$ cat src/rtl/exec_ctrl_pkg.sv
// Shared definitions for the execution controller: state encodings,
// command codes and the soft-reset length.
package exec_ctrl_pkg;

    typedef enum logic [2:0] {
        ST_IDLE    = 3'd0,
        ST_RUN     = 3'd1,
        ST_STEP    = 3'd2,
        ST_HALTED  = 3'd3,
        ST_CPU_RST = 3'd4
    } exec_state_t;

    typedef enum logic [2:0] {
        CK_RUN,
        CK_STEP,
        CK_PAUSE,
        CK_CRST,
        CK_UNKNOWN
    } cmd_kind_t;

    localparam logic [7:0] CMD_RUN   = 8'h52;
    localparam logic [7:0] CMD_STEP  = 8'h53;
    localparam logic [7:0] CMD_PAUSE = 8'h50;
    localparam logic [7:0] CMD_CRST  = 8'h58;

    localparam int CPU_RST_LEN = 2;
    localparam int COUNT_W     = 32;

endpackage

$ cat src/rtl/sat_counter.sv
// Up-counter that sticks at all-ones instead of wrapping; clr wins over en.
module sat_counter #(
    parameter int WIDTH = 32
) (
    input  logic             clk,
    input  logic             srst,
    input  logic             en,
    input  logic             clr,
    output logic [WIDTH-1:0] count
);

    logic [WIDTH-1:0] count_reg;
    logic [WIDTH-1:0] count_next;

    always_comb begin
        count_next = count_reg;
        if (clr) begin
            count_next = '0;
        end else if (en && !(&count_reg)) begin
            count_next = count_reg + WIDTH'(1);
        end
    end

    always_ff @(posedge clk) begin
        if (srst) begin
            count_reg <= '0;
        end else begin
            count_reg <= count_next;
        end
    end

    assign count = count_reg;

endmodule

$ cat src/rtl/exec_controller.sv
// Debug execution controller: turns host command bytes into CPU enable,
// single-step and soft-reset control, and counts enabled cycles.
module exec_controller
    import exec_ctrl_pkg::*;
#(
    parameter int CMD_W = 8
) (
    input  logic             i_clk,
    input  logic             i_rst,
    input  logic             i_cmd_valid,
    input  logic [CMD_W-1:0] i_cmd,
    output logic             o_cmd_ready,
    input  logic             i_halt_wb,
    output logic             o_cpu_en,
    output logic             o_cpu_rst,
    output logic [2:0]       o_state,
    output logic [31:0]      o_cycle_count,
    output logic             o_step_ack,
    output logic             o_done,
    output logic             o_cmd_err
);

    exec_state_t state_reg, state_next;
    logic        rst_cnt_reg, rst_cnt_next;
    logic        done_reg, done_next;
    logic        err_reg, err_next;
    cmd_kind_t   cmd_kind;
    logic        accept;

    // Ready is decoded from state alone so i_cmd never reaches o_cmd_ready.
    assign o_cmd_ready = (state_reg == ST_IDLE) || (state_reg == ST_RUN) ||
                         (state_reg == ST_HALTED);
    assign accept      = i_cmd_valid && o_cmd_ready;

    always_comb begin
        cmd_kind = CK_UNKNOWN;
        if (i_cmd == CMD_W'(CMD_RUN)) begin
            cmd_kind = CK_RUN;
        end else if (i_cmd == CMD_W'(CMD_STEP)) begin
            cmd_kind = CK_STEP;
        end else if (i_cmd == CMD_W'(CMD_PAUSE)) begin
            cmd_kind = CK_PAUSE;
        end else if (i_cmd == CMD_W'(CMD_CRST)) begin
            cmd_kind = CK_CRST;
        end
    end

    always_comb begin
        state_next   = state_reg;
        rst_cnt_next = 1'b0;
        err_next     = accept && (cmd_kind == CK_UNKNOWN);
        case (state_reg)
            ST_IDLE: begin
                if (accept) begin
                    case (cmd_kind)
                        CK_RUN:  state_next = ST_RUN;
                        CK_STEP: state_next = ST_STEP;
                        CK_CRST: state_next = ST_CPU_RST;
                        default: state_next = ST_IDLE;
                    endcase
                end
            end
            ST_RUN: begin
                // Soft reset beats a retiring HALT, which beats PAUSE.
                if (accept && cmd_kind == CK_CRST) begin
                    state_next = ST_CPU_RST;
                end else if (i_halt_wb) begin
                    state_next = ST_HALTED;
                end else if (accept && cmd_kind == CK_PAUSE) begin
                    state_next = ST_IDLE;
                end
            end
            ST_STEP: begin
                state_next = i_halt_wb ? ST_HALTED : ST_IDLE;
            end
            ST_HALTED: begin
                if (accept && cmd_kind == CK_CRST) begin
                    state_next = ST_CPU_RST;
                end
            end
            ST_CPU_RST: begin
                if (rst_cnt_reg == 1'(CPU_RST_LEN - 1)) begin
                    state_next = ST_IDLE;
                end else begin
                    rst_cnt_next = rst_cnt_reg + 1'b1;
                end
            end
            default: begin
                state_next = ST_IDLE;
            end
        endcase
        done_next = (state_next == ST_HALTED) && (state_reg != ST_HALTED);
    end

    always_ff @(posedge i_clk) begin
        if (i_rst) begin
            state_reg   <= ST_IDLE;
            rst_cnt_reg <= 1'b0;
            done_reg    <= 1'b0;
            err_reg     <= 1'b0;
        end else begin
            state_reg   <= state_next;
            rst_cnt_reg <= rst_cnt_next;
            done_reg    <= done_next;
            err_reg     <= err_next;
        end
    end

    assign o_cpu_en   = (state_reg == ST_RUN) || (state_reg == ST_STEP);
    assign o_cpu_rst  = (state_reg == ST_CPU_RST);
    assign o_step_ack = (state_reg == ST_STEP);
    assign o_state    = state_reg;
    assign o_done     = done_reg;
    assign o_cmd_err  = err_reg;

    sat_counter #(
        .WIDTH(COUNT_W)
    ) u_cycle_counter (
        .clk  (i_clk),
        .srst (i_rst),
        .en   (o_cpu_en),
        .clr  (o_cpu_rst),
        .count(o_cycle_count)
    );

endmodule

$ cat config.mk
export PLATFORM = sky130hd
export DESIGN_NAME = exec_controller
export DESIGN_NICKNAME = d
export VERILOG_FILES = /design/src/rtl/exec_ctrl_pkg.sv /design/src/rtl/sat_counter.sv /design/src/rtl/exec_controller.sv
export SDC_FILE = /design/constraint.sdc
export NUM_CORES = 1
export LEC_CHECK = 0
export BUFFER_PORTS_ARGS = -buffer_cell sky130_fd_sc_hd__buf_4
export CAP_MARGIN = 5
export CORE_AREA = 2 2 69 71
export CTS_CLUSTER_DIAMETER = 60
export DETAILED_ROUTE_END_ITERATION = 8
export DIE_AREA = 0 0 71 73
export GPL_ROUTABILITY_DRIVEN = 0
export PLACE_DENSITY_LB_ADDON = 0.05
export SETUP_SLACK_MARGIN = 0.5
export SYNTH_ARGS = -nofsm -noshare
export SYNTH_HDL_FRONTEND = slang
export SYNTH_HIERARCHICAL = 1
export SYNTH_SLANG_ARGS = --single-unit
$ cat constraint.sdc
create_clock -name i_clk -period 6.6 [get_ports i_clk]
set_input_delay 0.66 -clock i_clk [delete_from_list [all_inputs] [get_ports i_clk]]
set_output_delay 0.66 -clock i_clk [all_outputs]
set_load 0.05 [all_outputs]
==> summary.txt, run 1 <==
cell mode on critical path = a21oi_1
max frequency = 0.351 GHz
startpoint types = register
H-tree levels = 2
Slew @ Worst Pin = 0.815 ns
# IOs = 53
CTS max path bufs = 2
Post-Route WL = 4980 um
Synth async-reset ratio = 0%
worst reg-to-reg setup slack = 3.76 ns
all-layer global routing usage = 19.5%
Worst Hold End = u_cycle_counter/count[27]
WL/cell = 14.1 um
Pwr Density = 155 nW/um2
Clk Latency, worst-skew pair = 0.28 ns
I/O Buffers = 52
total power = 0.402 mW
total CTS buffers = 5
post-synthesis sequential area ratio = 36.0%
CTS resizes = 0
leakage = 0.976 nW
setup TNS = 0 ns
Final Cycle Share = 43.1%
Hold Fails Final Rpt = 0
vias in the first global route = 1,774
critical path class = register to register
most frequent cell after synthesis = dfxtp_1
flip-flop count of the largest register after layout = 32
FF-to-FF End = u_cycle_counter/count[23]
share of post-route cells with drive strength above 1 = 26.8%
cell depth of the worst setup path = 7
nets = 312
dominant cells by area after synthesis = dfxtp_1 36%, a21oi_1 6.6%, or3_1 4.1%
Worst EP required = 6.81 ns
Crit path largest cell delay = 0.54 ns
routed vias/inst = 5.83
VDD IR max = 0.0813 mV
CTS sink cnt = 38
first-pass GRT wire length = 8180 um
hold path depth = 2
RSZ-0062 raised after global routing = no
Setup violations, final = 0
synthesized area = 2110 um2
GRT overflow = 0
Post-CTS Hold Fix Bufs = 0
gate count of the mapped netlist = 250
CTS tree = done
DRT iter0 DRCs = 107
relative slew slack = 45.5%
synthesized flop and latch total = 38
distinct cell type count after synthesis = 55
Initial Utilization = 46.6%
R2R depth = 7
maxcap violations = 0
Crit. End Element = register
largest net degree at the start of global routing = 31
CP max stage cell = or4_1
dpl hpwl = 3520 um
Antenna Nets Post-Route = 0
Synth top cells by count = 38 x dfxtp_1, 28 x a21oi_1, 21 x nor2_1
crit-path max FO = 11
Yosys top cell area share = 36.0%
net count after synthesis = 263
Final Util = 57.2%
root buffer cell = clkbuf_8
min-delay worst type = register to register
die height = 73 um
layout filler cell count = 422
leading area contributor after synthesis = dfxtp_1
Ant. Diodes = 0
# rows = 25
number of synthesized flops with an enable pin = 0
syn_area_per_cell = 8.45 um2
Ys Warns = 6
RR Startpoint = o_state[0]
Vias = 2,057
DRC Markers = 0
clk_skew = 0.00276 ns
Worst Path Buf+Inv = 1
area growth from synthesis to layout = 22.7%
initial antenna violation count = 0
die width = 71 um
delay-heaviest family, CP = simple AND/OR/NAND/NOR gates
Initial DRT Pass Iterations = 4
Reg clk slew, reported paths = 0.07 ns
Slew Limit Fails = 0
predominant post-synthesis flop cell = dfxtp_1
crit path time final = 2.84 ns
CORE AREA = 4540 um2
CP cell instances = or2b_1 -> a21oi_1 -> inv_1 -> nor2_1 -> nand2_1 -> or4_1 -> a21oi_1
Die ar. = 5180 um2
outcome = finished, final reports clean
Arr. time, crit path = 3.06 ns
hold_sp = u_cycle_counter/count[27]
Setup Fix Bufs, Post-CTS = 0
==> final cells by class <==
class                      count  area, um2  share of cell area (%)
tap                           54       67.6                    2.61
inverter                       6       22.5                   0.869
clock buffer                   7       76.3                    2.94
timing repair buffer          52        390                    15.1
multi-input combinational    196       1270                    49.2
sequential                    38        761                    29.3
==> cells by family after synthesis <==
logic type	Yosys count	share of synthesized area [%]
AND/OR/NAND/NOR	126	38.8
multiplexers	3	1.48
AO/OA/AOI/OAI	64	18.7
adder cells (fa/ha/maj)	1	0.592
buffers and inverters	16	3.67
flip-flops	38	36.0
XOR/XNOR	2	0.829
==> cell usage in the layout, fill, tap and decap left out, types with 2 or more instances in the layout <==
| master | instances |
|---|---|
| nor2b_1 | 2 |
| or4_1 | 6 |
| and2_1 | 4 |
| nand4_1 | 10 |
| a21oi_1 | 28 |
| a31o_2 | 2 |
| nand2b_1 | 3 |
| inv_1 | 6 |
| or2b_1 | 3 |
| nand3b_1 | 3 |
| nand4_2 | 2 |
| nand2_1 | 17 |
| and4_1 | 3 |
| nand3_1 | 11 |
| mux2i_1 | 2 |
| and3_1 | 3 |
| o31ai_1 | 6 |
| dfxtp_1 | 38 |
| and3_4 | 2 |
| nor4_4 | 2 |
| nor3_1 | 6 |
| nor4b_1 | 2 |
| buf_4 | 52 |
| or2_2 | 2 |
| o21ai_0 | 15 |
| a41o_1 | 2 |
| nor2_1 | 21 |
| or3_1 | 14 |
| clkbuf_1 | 2 |
| clkbuf_8 | 5 |
==> worst max path at each step <==
stage,from,to
after global routing,o_state[0],u_cycle_counter/count[23]
after detailed placement,o_state[0],u_cycle_counter/count[25]
after CTS,o_state[0],u_cycle_counter/count[25]
after global placement,o_state[0],u_cycle_counter/count[25]
after floorplan,o_state[0],u_cycle_counter/count[25]
final,o_state[0],u_cycle_counter/count[23]
==> stage by stage <==
step | hold WS [ns] | setup slack, ns | std cells | instance area, um2
after global placement | 0.476 | 3.91 | 346 | 2520
after floorplan | 0.489 | 3.20 | 250 | 2110
after detailed placement | 0.480 | 3.83 | 346 | 2520
after CTS | 0.492 | 3.74 | 353 | 2590
after global routing | 0.509 | 3.48 | 353 | 2590
final | 0.488 | 3.76 | 353 | 2590
==> tightest hold or removal path: cells and delay by family (launching register included) <==
family        cells  cell delay, ns
mux               1            0.05
simple gates      1            0.06
flops             1            0.33
==> report_power, final <==
| part | switching, mW | total, mW | leakage [nW] | internal (mW) |
|---|---|---|---|---|
| combinational | 0.0122 | 0.0212 | 0.631 | 0.00901 |
| sequential | 0.000349 | 0.230 | 0.306 | 0.230 |
| clock | 0.0778 | 0.151 | 0.0383 | 0.0728 |
==> layer usage <==
layer | vias up | share of wire, % | global-route usage [%]
met5 | - | 0 | 0
met2 | 46 | 47 | 31.2
li1 | 1048 | - | -
met4 | 0 | 1.2 | 5.87
met1 | 956 | 47 | 26.3
met3 | 7 | 4.9 | 4.56
No activity file was read; power rests on OpenSTA's default activity.
==> run 2, diff against run 1 <==
--- a/config.mk
+++ b/config.mk
@@ -7,10 +7,10 @@
 export LEC_CHECK = 0
 export BUFFER_PORTS_ARGS = -buffer_cell sky130_fd_sc_hd__buf_4
 export CAP_MARGIN = 5
-export CORE_AREA = 2 2 69 71
+export CORE_AREA = 2 2 70 72
 export CTS_CLUSTER_DIAMETER = 60
 export DETAILED_ROUTE_END_ITERATION = 8
-export DIE_AREA = 0 0 71 73
+export DIE_AREA = 0 0 72 74
 export GPL_ROUTABILITY_DRIVEN = 0
 export PLACE_DENSITY_LB_ADDON = 0.05
 export SETUP_SLACK_MARGIN = 0.5
==> constraint.sdc (replaced) <==
create_clock -name i_clk -period 2.3 [get_ports i_clk]
set_input_delay 0.23 -clock i_clk [delete_from_list [all_inputs] [get_ports i_clk]]
set_output_delay 0.23 -clock i_clk [all_outputs]
set_load 0.05 [all_outputs]
==> summary.txt, run 2 (synthesis results as in run 1) <==
Pwr Density = 415 nW/um2 (was 155 nW/um2)
Final WS setup = 0.257 ns (was 3.76 ns)
relative slew slack = 64.2% (was 45.5%)
Worst EP required = 2.52 ns (was 6.81 ns)
Final Cycle Share = 88.8% (was 43.1%)
setup TNS = 0 ns (unchanged)
delay-heaviest family, CP = simple AND/OR/NAND/NOR gates (unchanged)
I/O Buffers = 52 (unchanged)
DRC Markers = 0 (unchanged)
CORE AREA = 4600 um2 (was 4540 um2)
dpl hpwl = 3710 um (was 3520 um)
nets = 342 (was 312)
H-tree levels = 2 (unchanged)
Slew Limit Fails = 0 (unchanged)
clk_skew = 0.00428 ns (was 0.00276 ns)
CTS max path bufs = 2 (unchanged)
Vias = 2,264 (was 2,057)
Reg area = 781 um2 (was 761 um2)
crit-path max FO = 5 (was 11)
maxcap violations = 0 (unchanged)
Crit. End Element = register (unchanged)
CTS tree = done (unchanged)
Slew @ Worst Pin = 0.535 ns (was 0.815 ns)
DRT iter0 DRCs = 132 (was 107)
# IOs = 53 (unchanged)
WL/cell = 15.5 um (was 14.1 um)
flip-flop count of the largest register after layout = 32 (unchanged)
R2R depth = 9 (was 7)
Setup violations, final = 0 (unchanged)
Clk Latency, worst-skew pair = 0.29 ns (was 0.28 ns)
root buffer cell = clkbuf_8 (unchanged)
largest net degree at the start of global routing = 31 (unchanged)
CP max stage cell = or4_1 (unchanged)
# rows = 25 (unchanged)
CP cell instances = or2b_1 -> a21oi_4 -> buf_4 -> buf_6 -> inv_2 -> nor2_4 -> nand2_4 -> or4_1 -> a21oi_1 (was or2b_1 -> a21oi_1 -> inv_1 -> nor2_1 -> nand2_1 -> or4_1 -> a21oi_1)
critical path class = register to register (unchanged)
launch point of the critical path = o_state[0] (unchanged)
commonest non-fill, non-tap cells in the layout = 72 x buf_4, 26 x dfxtp_1, 25 x a21oi_1, 19 x nor2_1, 16 x nand2_1 (was 52 x buf_4, 38 x dfxtp_1, 28 x a21oi_1, 21 x nor2_1, 17 x nand2_1)
area growth from synthesis to layout = 43.9% (was 22.7%)
GRT overflow = 0 (unchanged)
Antenna Nets Post-Route = 0 (unchanged)
combined area of the multi-input logic cells = 1420 um2 (was 1270 um2)
Hold Fails Final Rpt = 0 (unchanged)
Arr. time, crit path = 2.26 ns (was 3.06 ns)
RR Startpoint = o_state[0] (unchanged)
crit path time final = 2.04 ns (was 2.84 ns)
share of post-route cells with drive strength above 1 = 42.7% (was 26.8%)
CTS sink cnt = 38 (unchanged)
hold path depth = 2 (unchanged)
Hold WS = 0.152 ns (was 0.488 ns)
vias in the first global route = 1,968 (was 1,774)
die width = 72 um (was 71 um)
most common cell after layout, fill and taps aside = buf_4 (unchanged)
min-delay worst type = primary input to register (was register to register)
RSZ-0062 raised after global routing = yes (was no)
cell depth of the worst setup path = 9 (was 7)
all-layer global routing usage = 21.7% (was 19.5%)
initial antenna violation count = 0 (unchanged)
Initial Utilization = 46.0% (was 46.6%)
Crit path largest cell delay = 0.51 ns (was 0.54 ns)
total CTS buffers = 5 (unchanged)
Initial DRT Pass Iterations = 4 (unchanged)
routed vias/inst = 5.90 (was 5.83)
first-pass GRT wire length = 9220 um (was 8180 um)
VDD IR max = 0.338 mV (was 0.0813 mV)
leakage = 1.20 nW (was 0.976 nW)
Post-Route WL = 5940 um (was 4980 um)
Worst Path Buf+Inv = 3 (was 1)
Post-Place Worst Slack = 0.185 ns (was 3.83 ns)
startpoint types = register (unchanged)
hold_sp = i_rst (was u_cycle_counter/count[27])
max frequency = 0.489 GHz (was 0.351 GHz)
Ant. Diodes = 0 (unchanged)
total power = 1.26 mW (was 0.402 mW)
outcome = finished, final reports clean (unchanged)
Reg clk slew, reported paths = 0.08 ns (was 0.07 ns)
die height = 74 um (was 73 um)
Die ar. = 5330 um2 (was 5180 um2)
layout filler cell count = 379 (was 422)
==> run 2: changes by cell type in the layout (fill, tap and decap cells not counted), sizes merged <==
cell and delta:
nand2 +1, clkbuf +1, buf +29
==> run 2: timing repair <==
action | 4_1_cts | 5_1_grt
setup endpoints to repair | 27 | 33
gates cloned | 1 | 0
gates resized for setup | 11 | 21
hold endpoints to repair | 0 | 0
hold buffers | 0 | 0
buffers inserted | 12 | 10
pin swaps | 8 | 16
==> run 2: layout make-up <==
class                           instances  area share [%]
Sequential cell                        38            25.7
Tap cell                               54            2.22
Inverter                                6           0.740
Timing Repair Buffer                   81            21.2
Multi-Input combinational cell        197            46.5
Clock buffer                            8            3.62
==> run 2: stage by stage <==
step	std cells	util, %	area [um2]
6_report	384	66.1	3040
5_1_grt	384	66.1	3040
4_1_cts	374	62.3	2870
3_5_place_dp	353	56.8	2610
3_3_place_gp	353	56.8	2610
2_1_floorplan	250	-	2160
==> run 2: where the power goes <==
group	internal [mW]	leakage, nW	switching [mW]
clock network	0.303	0.0575	0.236
registers	0.656	0.313	0.000675
logic	0.0285	0.830	0.0378
total	0.988	1.20	0.275
==> run 2: metal layers <==
layer / wire, um / track usage, %
met1: 2680 / 29.5
met2: 2870 / 35.6
met3: 288 / 2.98
met4: 106 / 7.55
met5: 0 / 0
==> run 2: worst paths after layout <==
check / endpoint / slack, ns
min: rst_cnt_reg / 0.15
max: u_cycle_counter/count[29] / 0.26
max reg2reg: u_cycle_counter/count[29] / 0.26
min reg2reg: u_cycle_counter/count[27] / 0.49
==> run 2: worst register-to-register path, stage by stage (launching register included) <==
cell and delay, ns:
dfxtp_4 0.35, or2b_1 0.27, a21oi_4 0.18, buf_4 0.13
buf_6 0.09, inv_2 0.05, nor2_4 0.16, nand2_4 0.11
or4_1 0.51, a21oi_1 0.13
==> run 3, diff against run 2 <==
==> constraint.sdc (replaced) <==
create_clock -name i_clk -period 2.3 [get_ports i_clk]
set_input_delay 0.115 -clock i_clk [delete_from_list [all_inputs] [get_ports i_clk]]
set_output_delay 0.115 -clock i_clk [all_outputs]
set_load 0.05 [all_outputs]
==> summary.txt, run 3 (synthesis results as in run 1) <==
Pint = 0.987 mW (was 0.988 mW)
CTS sink cnt = 38 (unchanged)
Ant. Diodes = 0 (unchanged)
DRC Markers = 0 (unchanged)
total CTS buffers = 5 (unchanged)
CORE AREA = 4600 um2 (unchanged)
Crit path largest cell delay = 0.51 ns (about the same)
WL/cell = 15.4 um (was 15.5 um)
Reg power frac = 52.0% (about the same)
total power = 1.26 mW (about the same)
clk_skew = 0.00460 ns (was 0.00428 ns)
Worst EP required = 2.52 ns (about the same)
crit-path max FO = 5 (unchanged)
maxcap violations = 0 (unchanged)
Initial Utilization = 46.0% (unchanged)
commonest non-fill, non-tap cells in the layout = 73 x buf_4, 26 x dfxtp_1, 25 x a21oi_1, 19 x nor2_1, 16 x nand2_1 (was 72 x buf_4, 26 x dfxtp_1, 25 x a21oi_1, 19 x nor2_1, 16 x nand2_1)
combinational power share = 5.2% (about the same)
Crit. End Element = register (unchanged)
Slew @ Worst Pin = 0.521 ns (was 0.535 ns)
Hold Fails Final Rpt = 0 (unchanged)
sw power = 0.277 mW (was 0.275 mW)
Initial DRT Pass Iterations = 4 (unchanged)
die width = 72 um (unchanged)
Final Cycle Share = 88.8% (about the same)
max frequency = 0.489 GHz (about the same)
share of post-route cells with drive strength above 1 = 42.7% (unchanged)
CTS max path bufs = 2 (unchanged)
Slew Limit Fails = 0 (unchanged)
Hold WS = 0.0388 ns (was 0.152 ns)
crit path time final = 2.04 ns (about the same)
largest net degree at the start of global routing = 31 (unchanged)
# IOs = 53 (unchanged)
dpl hpwl = 3710 um (unchanged)
# rows = 25 (unchanged)
leakage = 1.20 nW (about the same)
area growth from synthesis to layout = 43.6% (was 43.9%)
setup TNS = 0 ns (unchanged)
critical path class = register to register (unchanged)
min-delay worst type = primary input to register (unchanged)
VDD IR max = 0.338 mV (about the same)
nets = 342 (unchanged)
Arr. time, crit path = 2.26 ns (about the same)
die height = 74 um (unchanged)
most common cell after layout, fill and taps aside = buf_4 (unchanged)
Reg clk slew, reported paths = 0.08 ns (about the same)
Setup violations, final = 0 (unchanged)
Net Sw Frac = 21.9% (was 21.8%)
DRT iter0 DRCs = 122 (was 132)
RSZ-0062 raised after global routing = yes (unchanged)
CP max stage cell = or4_1 (unchanged)
Antenna Nets Post-Route = 0 (unchanged)
Die ar. = 5330 um2 (unchanged)
CP cell instances = or2b_1 -> a21oi_4 -> buf_4 -> buf_6 -> inv_2 -> nor2_4 -> nand2_4 -> or4_1 -> a21oi_1 (unchanged)
outcome = finished, final reports clean (unchanged)
initial antenna violation count = 0 (unchanged)
vias in the first global route = 1,968 (unchanged)
Vias = 2,263 (was 2,264)
Pwr Density = 417 nW/um2 (was 415 nW/um2)
startpoint types = register (unchanged)
Clk Latency, worst-skew pair = 0.29 ns (about the same)
Layout Cells excl Fill = 384 (unchanged)
GRT overflow = 0 (unchanged)
CTS tree = done (unchanged)
Cells after DPL = 353 (unchanged)
routed vias/inst = 5.89 (was 5.90)
placement-stage cell area = 2610 um2 (unchanged)
root buffer cell = clkbuf_8 (unchanged)
Final WS setup = 0.257 ns (about the same)
I/O Buffers = 52 (unchanged)
Post-Route WL = 5930 um (was 5940 um)
Final Util = 66.0% (was 66.1%)
first-pass GRT wire length = 9220 um (unchanged)
all-layer global routing usage = 21.7% (unchanged)
clock group share of total power = 42.8% (was 42.7%)
post-route cell area = 3030 um2 (was 3040 um2)
flip-flop count of the largest register after layout = 32 (unchanged)
H-tree levels = 2 (unchanged)
Post-Place Worst Slack = 0.185 ns (unchanged)
relative slew slack = 65.2% (was 64.2%)
## run 3: metal layers
layer	share of wire (%)	global-route usage (%)	vias up
li1	-	-	1101
met1	44	29.5	1064
met2	48	35.6	84
met3	5.4	2.98	14
met4	1.8	7.55	0
met5	0	0	-
## run 3: what timing repair did
item | in CTS | in global routing
hold endpoints to repair | 0 | 0
pin swaps | 8 | 16
setup buffers | 12 | 10
resized for setup | 11 | 19
hold buffers | 0 | 0
setup endpoints to repair | 27 | 32
gates cloned | 1 | 0
## run 3: path summary, 6_finish.rpt
path | start | endpoint | slack, ns | cells past startpoint
worst min register to register | u_cycle_counter/count[27] | u_cycle_counter/count[27] | 0.49 | 2
worst max register to register | o_state[0] | u_cycle_counter/count[29] | 0.26 | 9
worst max-delay path | o_state[0] | u_cycle_counter/count[29] | 0.26 | 9
worst min-delay path | i_rst | rst_cnt_reg | 0.04 | 2
## run 3: worst max-delay path, delay by kind of cell (launching register included)
family	cells	cell delay, ns
AOI/OAI and AO/OA	2	0.31
DFF	1	0.35
and+or+nand+nor	4	1.05
buffers and inverters	3	0.27
## run 3: final cells by class
type / count / area [um2]
fillers: 381 / 1560
multi-input cells: 197 / 1420
flip-flops and latches: 38 / 781
repair buffers: 81 / 638
clock buffers: 8 / 110
well taps: 54 / 67.6
inverters: 6 / 22.5
## run 3: power groups by stage
stage	logic (mW)	registers [mW]	clock network, mW
floorplan	0.0281	0.678	0
global placement	0.0625	0.673	0
detailed placement	0.0625	0.673	0
CTS	0.0642	0.657	0.556
global route	0.0709	0.657	0.571
finish	0.0660	0.657	0.541
